==> src/rtl/ps2_pkg.sv <==
// Shared PS/2 definitions: host-transmit state encoding, frame geometry,
// well-known command/response bytes and the frame bit selector.
package ps2_pkg;

  typedef enum logic [2:0] {
    IDLE,
    INHIBIT,
    START,
    BITS,
    ACK_WAIT,
    RELEASE
  } ps2_tx_state_t;

  // Data byte, odd parity and stop bit; the start bit is driven before clocking.
  localparam int FRAME_BITS = 10;

  localparam logic [7:0] CMD_SET_LEDS = 8'hED;
  localparam logic [7:0] RSP_ACK      = 8'hFA;
  localparam logic [7:0] RSP_RESEND   = 8'hFE;
  localparam logic [7:0] CODE_BREAK   = 8'hF0;

  // Bit of the host-to-device frame driven after device clock edge idx+1.
  function automatic logic frame_bit(input logic [7:0] data, input logic parity,
                                     input logic [3:0] idx);
    logic b;
    b = 1'b1;
    if (idx < 4'd8) b = data[idx[2:0]];
    else if (idx == 4'd8) b = parity;
    return b;
  endfunction

endpackage

==> src/rtl/ps2_sync_edge.sv <==
// Two-flop synchroniser for one raw PS/2 line plus falling-edge detect.
// Shared by the host transmitter and the receiver.
module ps2_sync_edge (
  input  logic clk,
  input  logic rst_n,
  input  logic line,
  output logic level,
  output logic fall
);

  logic meta_q, cur_q, prev_q;

  // Idle PS/2 lines are pulled high, so the pipeline resets to 1.
  always_ff @(posedge clk or negedge rst_n) begin
    if (!rst_n) begin
      meta_q <= 1'b1;
      cur_q  <= 1'b1;
      prev_q <= 1'b1;
    end else begin
      // NOTE: non-blocking assignments make each flop sample the previous stage's old value.
      meta_q <= line;
      cur_q  <= meta_q;
      prev_q <= cur_q;
    end
  end

  assign level = cur_q;
  assign fall  = prev_q & ~cur_q;

endmodule

==> src/rtl/ps2_host_tx.sv <==
// PS/2 host-to-device byte transmitter (inhibit, request-to-send, clocked frame, ACK).
// Define PS2_TX_TIMEOUT_EN to add a per-edge watchdog; otherwise the block waits indefinitely.
module ps2_host_tx
  import ps2_pkg::*;
#(
  parameter int CLK_FREQ_HZ = 16000000,
  parameter int INHIBIT_US  = 100,
  parameter int TIMEOUT_US  = 15000
) (
  input  logic       CLK,
  input  logic       reset,
  input  logic [7:0] tx_data,
  input  logic       tx_valid,
  output logic       tx_ready,
  input  logic       ps2_clk_in,
  input  logic       ps2_data_in,
  output logic       ps2_clk_oe,
  output logic       ps2_data_oe,
  output logic       busy,
  output logic       done,
  output logic       ack_ok,
  output logic       timeout
);

  localparam int INHIBIT_CYCLES = CLK_FREQ_HZ / 1000000 * INHIBIT_US;
  localparam int INH_W          = $clog2(INHIBIT_CYCLES + 1);
  localparam logic [INH_W-1:0] INH_LAST = INH_W'(INHIBIT_CYCLES - 1);
  localparam logic [3:0]       STOP_IDX = 4'(FRAME_BITS - 1);

`ifdef PS2_TX_TIMEOUT_EN
  // 64-bit product: the default TIMEOUT_US * CLK_FREQ_HZ exceeds 32 bits.
  localparam longint TIMEOUT_CYCLES = longint'(TIMEOUT_US) * longint'(CLK_FREQ_HZ) / 64'sd1000000;
  localparam int WD_W = $clog2(TIMEOUT_CYCLES + 1);
  localparam logic [WD_W-1:0] WD_LAST = WD_W'(TIMEOUT_CYCLES);
  logic [WD_W-1:0] wd_q, wd_d;
  logic            to_q, to_d;
`endif

  ps2_tx_state_t    state_q, state_d;
  logic [INH_W-1:0] inh_q, inh_d;
  logic [3:0]       idx_q, idx_d;
  logic [7:0]       data_q, data_d;
  logic             parity_q, parity_d;
  logic             clk_oe_q, clk_oe_d;
  logic             data_oe_q, data_oe_d;
  logic             ack_smp_q, ack_smp_d;
  logic             done_q, done_d;
  logic             ack_q, ack_d;

  logic clk_level, clk_fall, data_level, data_fall_unused;

  ps2_sync_edge u_sync_clk (
    .clk   (CLK),
    .rst_n (reset),
    .line  (ps2_clk_in),
    .level (clk_level),
    .fall  (clk_fall)
  );

  ps2_sync_edge u_sync_data (
    .clk   (CLK),
    .rst_n (reset),
    .line  (ps2_data_in),
    .level (data_level),
    .fall  (data_fall_unused)
  );

  always_comb begin
    // NOTE: every signal gets a default before the case so no path leaves it unassigned (no latches).
    state_d   = state_q;
    inh_d     = inh_q;
    idx_d     = idx_q;
    data_d    = data_q;
    parity_d  = parity_q;
    clk_oe_d  = 1'b0;
    data_oe_d = data_oe_q;
    ack_smp_d = ack_smp_q;
    done_d    = 1'b0;
    ack_d     = 1'b0;
`ifdef PS2_TX_TIMEOUT_EN
    wd_d      = '0;
    to_d      = 1'b0;
`endif

    case (state_q)
      IDLE: begin
        data_oe_d = 1'b0;
        if (tx_valid) begin
          data_d    = tx_data;
          parity_d  = ~^tx_data;
          inh_d     = '0;
          clk_oe_d  = 1'b1;
          data_oe_d = (INH_LAST == '0);
          state_d   = INHIBIT;
        end
      end
      INHIBIT: begin
        if (inh_q == INH_LAST) begin
          data_oe_d = 1'b1;
          state_d   = START;
        end else begin
          inh_d     = inh_q + 1'b1;
          clk_oe_d  = 1'b1;
          data_oe_d = (inh_d == INH_LAST);
        end
      end
      START: begin
        data_oe_d = 1'b1;
        idx_d     = '0;
        state_d   = BITS;
      end
      BITS: begin
        if (clk_fall) begin
          if (idx_q == STOP_IDX) begin
            data_oe_d = 1'b0;
            state_d   = ACK_WAIT;
          end else begin
            data_oe_d = ~frame_bit(data_q, parity_q, idx_q);
            idx_d     = idx_q + 1'b1;
          end
        end
      end
      ACK_WAIT: begin
        data_oe_d = 1'b0;
        if (clk_fall) begin
          ack_smp_d = ~data_level;
          state_d   = RELEASE;
        end
      end
      RELEASE: begin
        data_oe_d = 1'b0;
        if (clk_level && data_level) begin
          done_d  = 1'b1;
          ack_d   = ack_smp_q;
          state_d = IDLE;
        end
      end
      default: begin
        data_oe_d = 1'b0;
        state_d   = IDLE;
      end
    endcase

`ifdef PS2_TX_TIMEOUT_EN
    // A device edge always wins over an expiring watchdog in the same cycle.
    if (state_q == BITS || state_q == ACK_WAIT) begin
      if (clk_fall) begin
        wd_d = '0;
      end else if (wd_q == WD_LAST) begin
        clk_oe_d  = 1'b0;
        data_oe_d = 1'b0;
        done_d    = 1'b1;
        ack_d     = 1'b0;
        to_d      = 1'b1;
        state_d   = IDLE;
      end else begin
        wd_d = wd_q + 1'b1;
      end
    end
`endif
  end

  always_ff @(posedge CLK or negedge reset) begin
    if (!reset) begin
      state_q   <= IDLE;
      inh_q     <= '0;
      idx_q     <= '0;
      data_q    <= '0;
      parity_q  <= 1'b0;
      clk_oe_q  <= 1'b0;
      data_oe_q <= 1'b0;
      ack_smp_q <= 1'b0;
      done_q    <= 1'b0;
      ack_q     <= 1'b0;
`ifdef PS2_TX_TIMEOUT_EN
      wd_q      <= '0;
      to_q      <= 1'b0;
`endif
    end else begin
      state_q   <= state_d;
      inh_q     <= inh_d;
      idx_q     <= idx_d;
      data_q    <= data_d;
      parity_q  <= parity_d;
      clk_oe_q  <= clk_oe_d;
      data_oe_q <= data_oe_d;
      ack_smp_q <= ack_smp_d;
      done_q    <= done_d;
      ack_q     <= ack_d;
`ifdef PS2_TX_TIMEOUT_EN
      wd_q      <= wd_d;
      to_q      <= to_d;
`endif
    end
  end

  // Line enables come straight from flops so the open-drain pins never glitch.
  assign ps2_clk_oe  = clk_oe_q;
  assign ps2_data_oe = data_oe_q;
  assign tx_ready    = (state_q == IDLE);
  assign busy        = (state_q != IDLE);
  assign done        = done_q;
  assign ack_ok      = ack_q;
`ifdef PS2_TX_TIMEOUT_EN
  assign timeout     = to_q;
`else
  assign timeout     = 1'b0;
`endif

endmodule

==> config.mk <==
export PLATFORM = sky130hd
export DESIGN_NAME = ps2_host_tx
export DESIGN_NICKNAME = d
export VERILOG_FILES = /design/src/rtl/ps2_pkg.sv /design/src/rtl/ps2_sync_edge.sv /design/src/rtl/ps2_host_tx.sv
export SDC_FILE = /design/constraint.sdc
export NUM_CORES = 1
export LEC_CHECK = 0
export ABC_AREA = 1
export CELL_PAD_IN_SITES_DETAIL_PLACEMENT = 1
export CELL_PAD_IN_SITES_GLOBAL_PLACEMENT = 1
export CORE_MARGIN = 5
export CORE_UTILIZATION = 45
export CTS_CLUSTER_DIAMETER = 60
export DETAILED_ROUTE_END_ITERATION = 16
export PLACE_DENSITY = 0.91
export SYNTH_ARGS = -nofsm -noshare
export SYNTH_HDL_FRONTEND = slang
export SYNTH_HIERARCHICAL = 1
export SYNTH_SLANG_ARGS = --single-unit
export TNS_END_PERCENT = 1
==> constraint.sdc <==
create_clock -name CLK -period 2.2 [get_ports CLK]
set_input_delay 0.44 -clock CLK [delete_from_list [all_inputs] [get_ports CLK]]
set_output_delay 0.44 -clock CLK [all_outputs]
set_load 0.1 [all_outputs]
# After elaboration in Yosys (flattened, before gate mapping)
# Cells that the tools add are included.
word_totals:
  out_inout_bits: 7
  inputBits: 13
  ff_bits: 37
  elab_cells: 82
op_classes:
  muxes: 31
  n_eq_ne: 17
  order_cmp: 2
  bitwise: 4
  n_reduce_logical: 11
  addsub: 2
op_table:
  columns: ["operator", "n"]
  rows:
  - ["$eq A11 B11 Y1 const B", 2]
  - ["$mux W11", 2]
  - ["$pmux W11 S2", 1]
  - ["$mux W3", 6]
  - ["$pmux W3 S6", 1]
  - ["$ne A2 B2 Y1 const B", 8]
  - ["$mux W1", 15]
  - ["$add A11 B1 Y11 const B", 1]
  - ["$eq A4 B4 Y1 const B", 2]
  - ["$mux W4", 2]
  - ["$pmux W4 S2", 1]
  - ["$reduce_xnor A8 Y1", 1]
  - ["$eq A3 B2 Y1 const B", 2]
  - ["$eq A3 B3 Y1 const B", 2]
  - ["$reduce_and A3 Y1", 2]
  - ["$reduce_and A6 Y1", 1]
  - ["$add A4 B1 Y4 const B", 1]
  - ["$lt A3 B4 Y1 const B", 1]
  - ["$lt A4 B4 Y1 const B", 1]
  - ["$reduce_and A2 Y1", 2]
  - ["$reduce_bool A2 Y1", 2]
  - ["$bmux W1 S3", 1]
  - ["$eq A3 B1 Y1 const B", 1]
  - ["$logic_not A3 Y1", 1]
  - ["6 further kinds", 8]

# Depth between registers and ports, before layout
depth:
  word_depth: 10
  mapped_depth: 12
  ltp_nobuf: 12

# Cells and area by module
# The synthesis kept the hierarchy.
modules_own_cells:
  columns: ["mod", "n_inst", "area_per_inst_um2", "seq_area_each_um2", "cells_per_inst"]
  rows:
  - ["ps2_host_tx", 1, 1866.8, 800.8, 247]
  - ["ps2_sync_edge", 2, 88.8, 78.8, 5]

# Worst setup path after synthesis
# Ideal clock, no wire load.
synth_timing:
  path_kind: "register -> output"
  from: "register state_q[1]"
  to: "output port busy"
  required_ns: 1.760
  t_arrival_ns: 2.217
  path_buffers: 0
  setup_slack_ns: -0.457
  path_stages_with_launch: 5
  path_cell_list: "dfrtp_1 inv_1 nand2_1 nor2_2 inv_1"
synth_between:
  elab_chain_cells: 1
synth_lines:
  columns: ["item", "line", "source"]
  rows:
  - ["start, declared", "ps2_host_tx.sv:39", "ps2_tx_state_t state_q, state_d;"]
  - ["start signal, assigned", "ps2_host_tx.sv:180", "state_q <= state_d;"]
  - ["$reduce_bool A3 Y1", "ps2_host_tx.sv:201", "assign busy = (state_q != IDLE);"]
  - ["end, declared", "ps2_host_tx.sv:19", "output logic busy,"]
# Every way passes these cells.

# Worst setup path in the final report
layout_timing:
  from: "register state_q[2]"
  to: "output port busy"
# Same word-level chain as after synthesis.

==> results.ini <==
[placed_design]
place_area_sq_mm=0.00224
hpwl_microns=3740
dpl.cell_count=321
gp_congestion=0.836
port_buffers=18

[timing]
tns_ns=0
grt_setup_unrepaired=no
tightest_slew_ns=0.836
setup_viol_count_final=0
hold_violations=0
skew_ns=0.00642
period_share=0.883
max_slew_margin=0.442
maxSlewViolCount=0
clock.fmax_mhz=515
min_period_ns=1.94

[clock_tree]
clk_pin_slew_ns=0.08
cts-resized-gates=0
cts_made_buffers=5
postCtsSetupRepairBufs=0
cts_sinks=37
hold_buffers=0
clockRootBuffer=clkbuf_8
htreeDepth=2
cts_tree=built
clk_latency_ns=0.30
cts_buffer_depth=2

[setup_path]
critical_path.max_fanout=7
path_cells=inv_1, nand2_1, nor2_4, inv_1, buf_12
cpPeakStageDelay_ns=0.48
worstPathBufferInverterCount=3
endpoint_kind=output port
crit_path_start=state_q[2]
critPathKind=flip-flop to output port
cp_slowest_cell=dfrtp_1
cpMostUsedCell=inv_1
arrival_ns=1.50
critPathTopFamily=flip-flops
worstReg2RegStart=inh_q[1]
critPathRequiredTime_ns=1.76
worstSetupStartpointType=flip-flop

[routing]
vias=1757
wire_per_inst_microns=15.6
via_per_inst=5.34
ant_nets=0
wirelength_microns=5140
drtPass1Iterations=4
drc=0
drt-initial-drc-count=79

[global_route]
grt.overflow.total=0
grt_use_total=0.189
grt_antenna_before_repair=0
grt_max_degree=38
grt_pass1_vias=1932
grt_pass1_wl_microns=9040

[final_layout]
n_antenna_cell=0
finalNetCount=294
stdcell_area_sq_mm=0.00238
syn2layout_area_growth_pct=18.4
drive_gt1_frac=0.144
final_cell_count_no_fill=329
finalCoreUtilization=0.546
n_fill_cell=538

[min_path]
hold_class=primary input to asynchronous set/reset pin

[yosys]
avgSynthCellArea_sq_um=7.91
yosys_warnings=6
synth_fp_nets=272
synth.cell_area_sq_mm=0.00201
syn_inst=254

[power_and_ir_drop]
finalPower_mw=3.34
p_per_area_mw_per_mm2=1410
ir_worst_vdd_mv=0.496
leakagePower_nw=1.10

[die]
core-area_sq_mm=0.00435
die_area_sq_mm=0.00590
rows=24
die_h_microns=76.8
start_util=0.461
pin_count=20
die_x_microns=76.8

[run]
maxCapViolCount=0

[run_status]
run_status=complete, no violations

layer usage:
layer	routed length, microns	track usage	vias to the layer above
li1	-	-	850
met1	2200	0.231	869
met2	2680	0.329	28
met3	173	0.0445	10
met4	85	0.0577	0
met5	0	0	-
power by group:
group / internal (mW) / switching [mW] / total [mW]
Sequential: 0.902 / 0.208 / 1.11
Clock: 0.457 / 0.271 / 0.728
Combinational: 0.469 / 1.04 / 1.51
flip-flops by register name (all words and copies together) (netlist names):
name                flops
ack_smp_q               1
u_sync_clk/level        1
parity_q                1
idx_q                   4
u_sync_clk/prev_q       1
u_sync_data/level       1
done                    1
inh_q                  11
data_q                  8
u_sync_clk/meta_q       1
ps2_data_oe             1
u_sync_data/meta_q      1
ps2_clk_oe              1
ack_ok                  1
state_q                 3
final cells by class:
type                            instances  area, sq um  share of cell area
Clock buffer                            5         68.8              0.0289
Clock inverter                          3         68.8              0.0289
Inverter                               34          128              0.0537
Multi-Input combinational cell        179          922               0.388
Sequential cell                        37          932               0.392
Tap cell                               52         65.1              0.0274
Timing Repair Buffer                   19          193              0.0811
final timing paths:
path,end,slack [ns],cells past startpoint
setup / recovery,busy,0.26,5
hold / removal,inh_q[8],0.24,1
setup reg to reg,inh_q[10],0.41,8
hold reg to reg,u_sync_data/level,0.36,0
max in group asynchronous,data_q[4],1.43,1
min in group CLK,u_sync_data/level,0.36,0
per-stage QoR:
stage               setup WS, ns  hold WS, ns
floorplan               -0.00376        0.144
global placement           0.515        0.347
detailed placement         0.431        0.354
CTS                        0.261        0.263
global route               0.182        0.308
finish                     0.258        0.242
layout by cell type, fill, tap and decap left out, drive strengths merged:
| cell | instances |
|---|---|
| nand4 | 1 |
| nand3 | 28 |
| mux2 | 1 |
| nand3b | 1 |
| bufinv | 2 |
| o21ai | 17 |
| ha | 5 |
| nor3 | 5 |
| inv | 35 |
| nor2 | 31 |
| a21oi | 11 |
| conb | 1 |
| nand2 | 64 |
| dfstp | 5 |
| dfrtp | 32 |
| buf | 8 |
| and3 | 1 |
| xnor2 | 6 |
| clkbuf | 5 |
| clkdlybuf4s50 | 11 |
| o22ai | 4 |
| xor2 | 2 |
| nor3b | 1 |
Power figures use the tool's default switching activity.
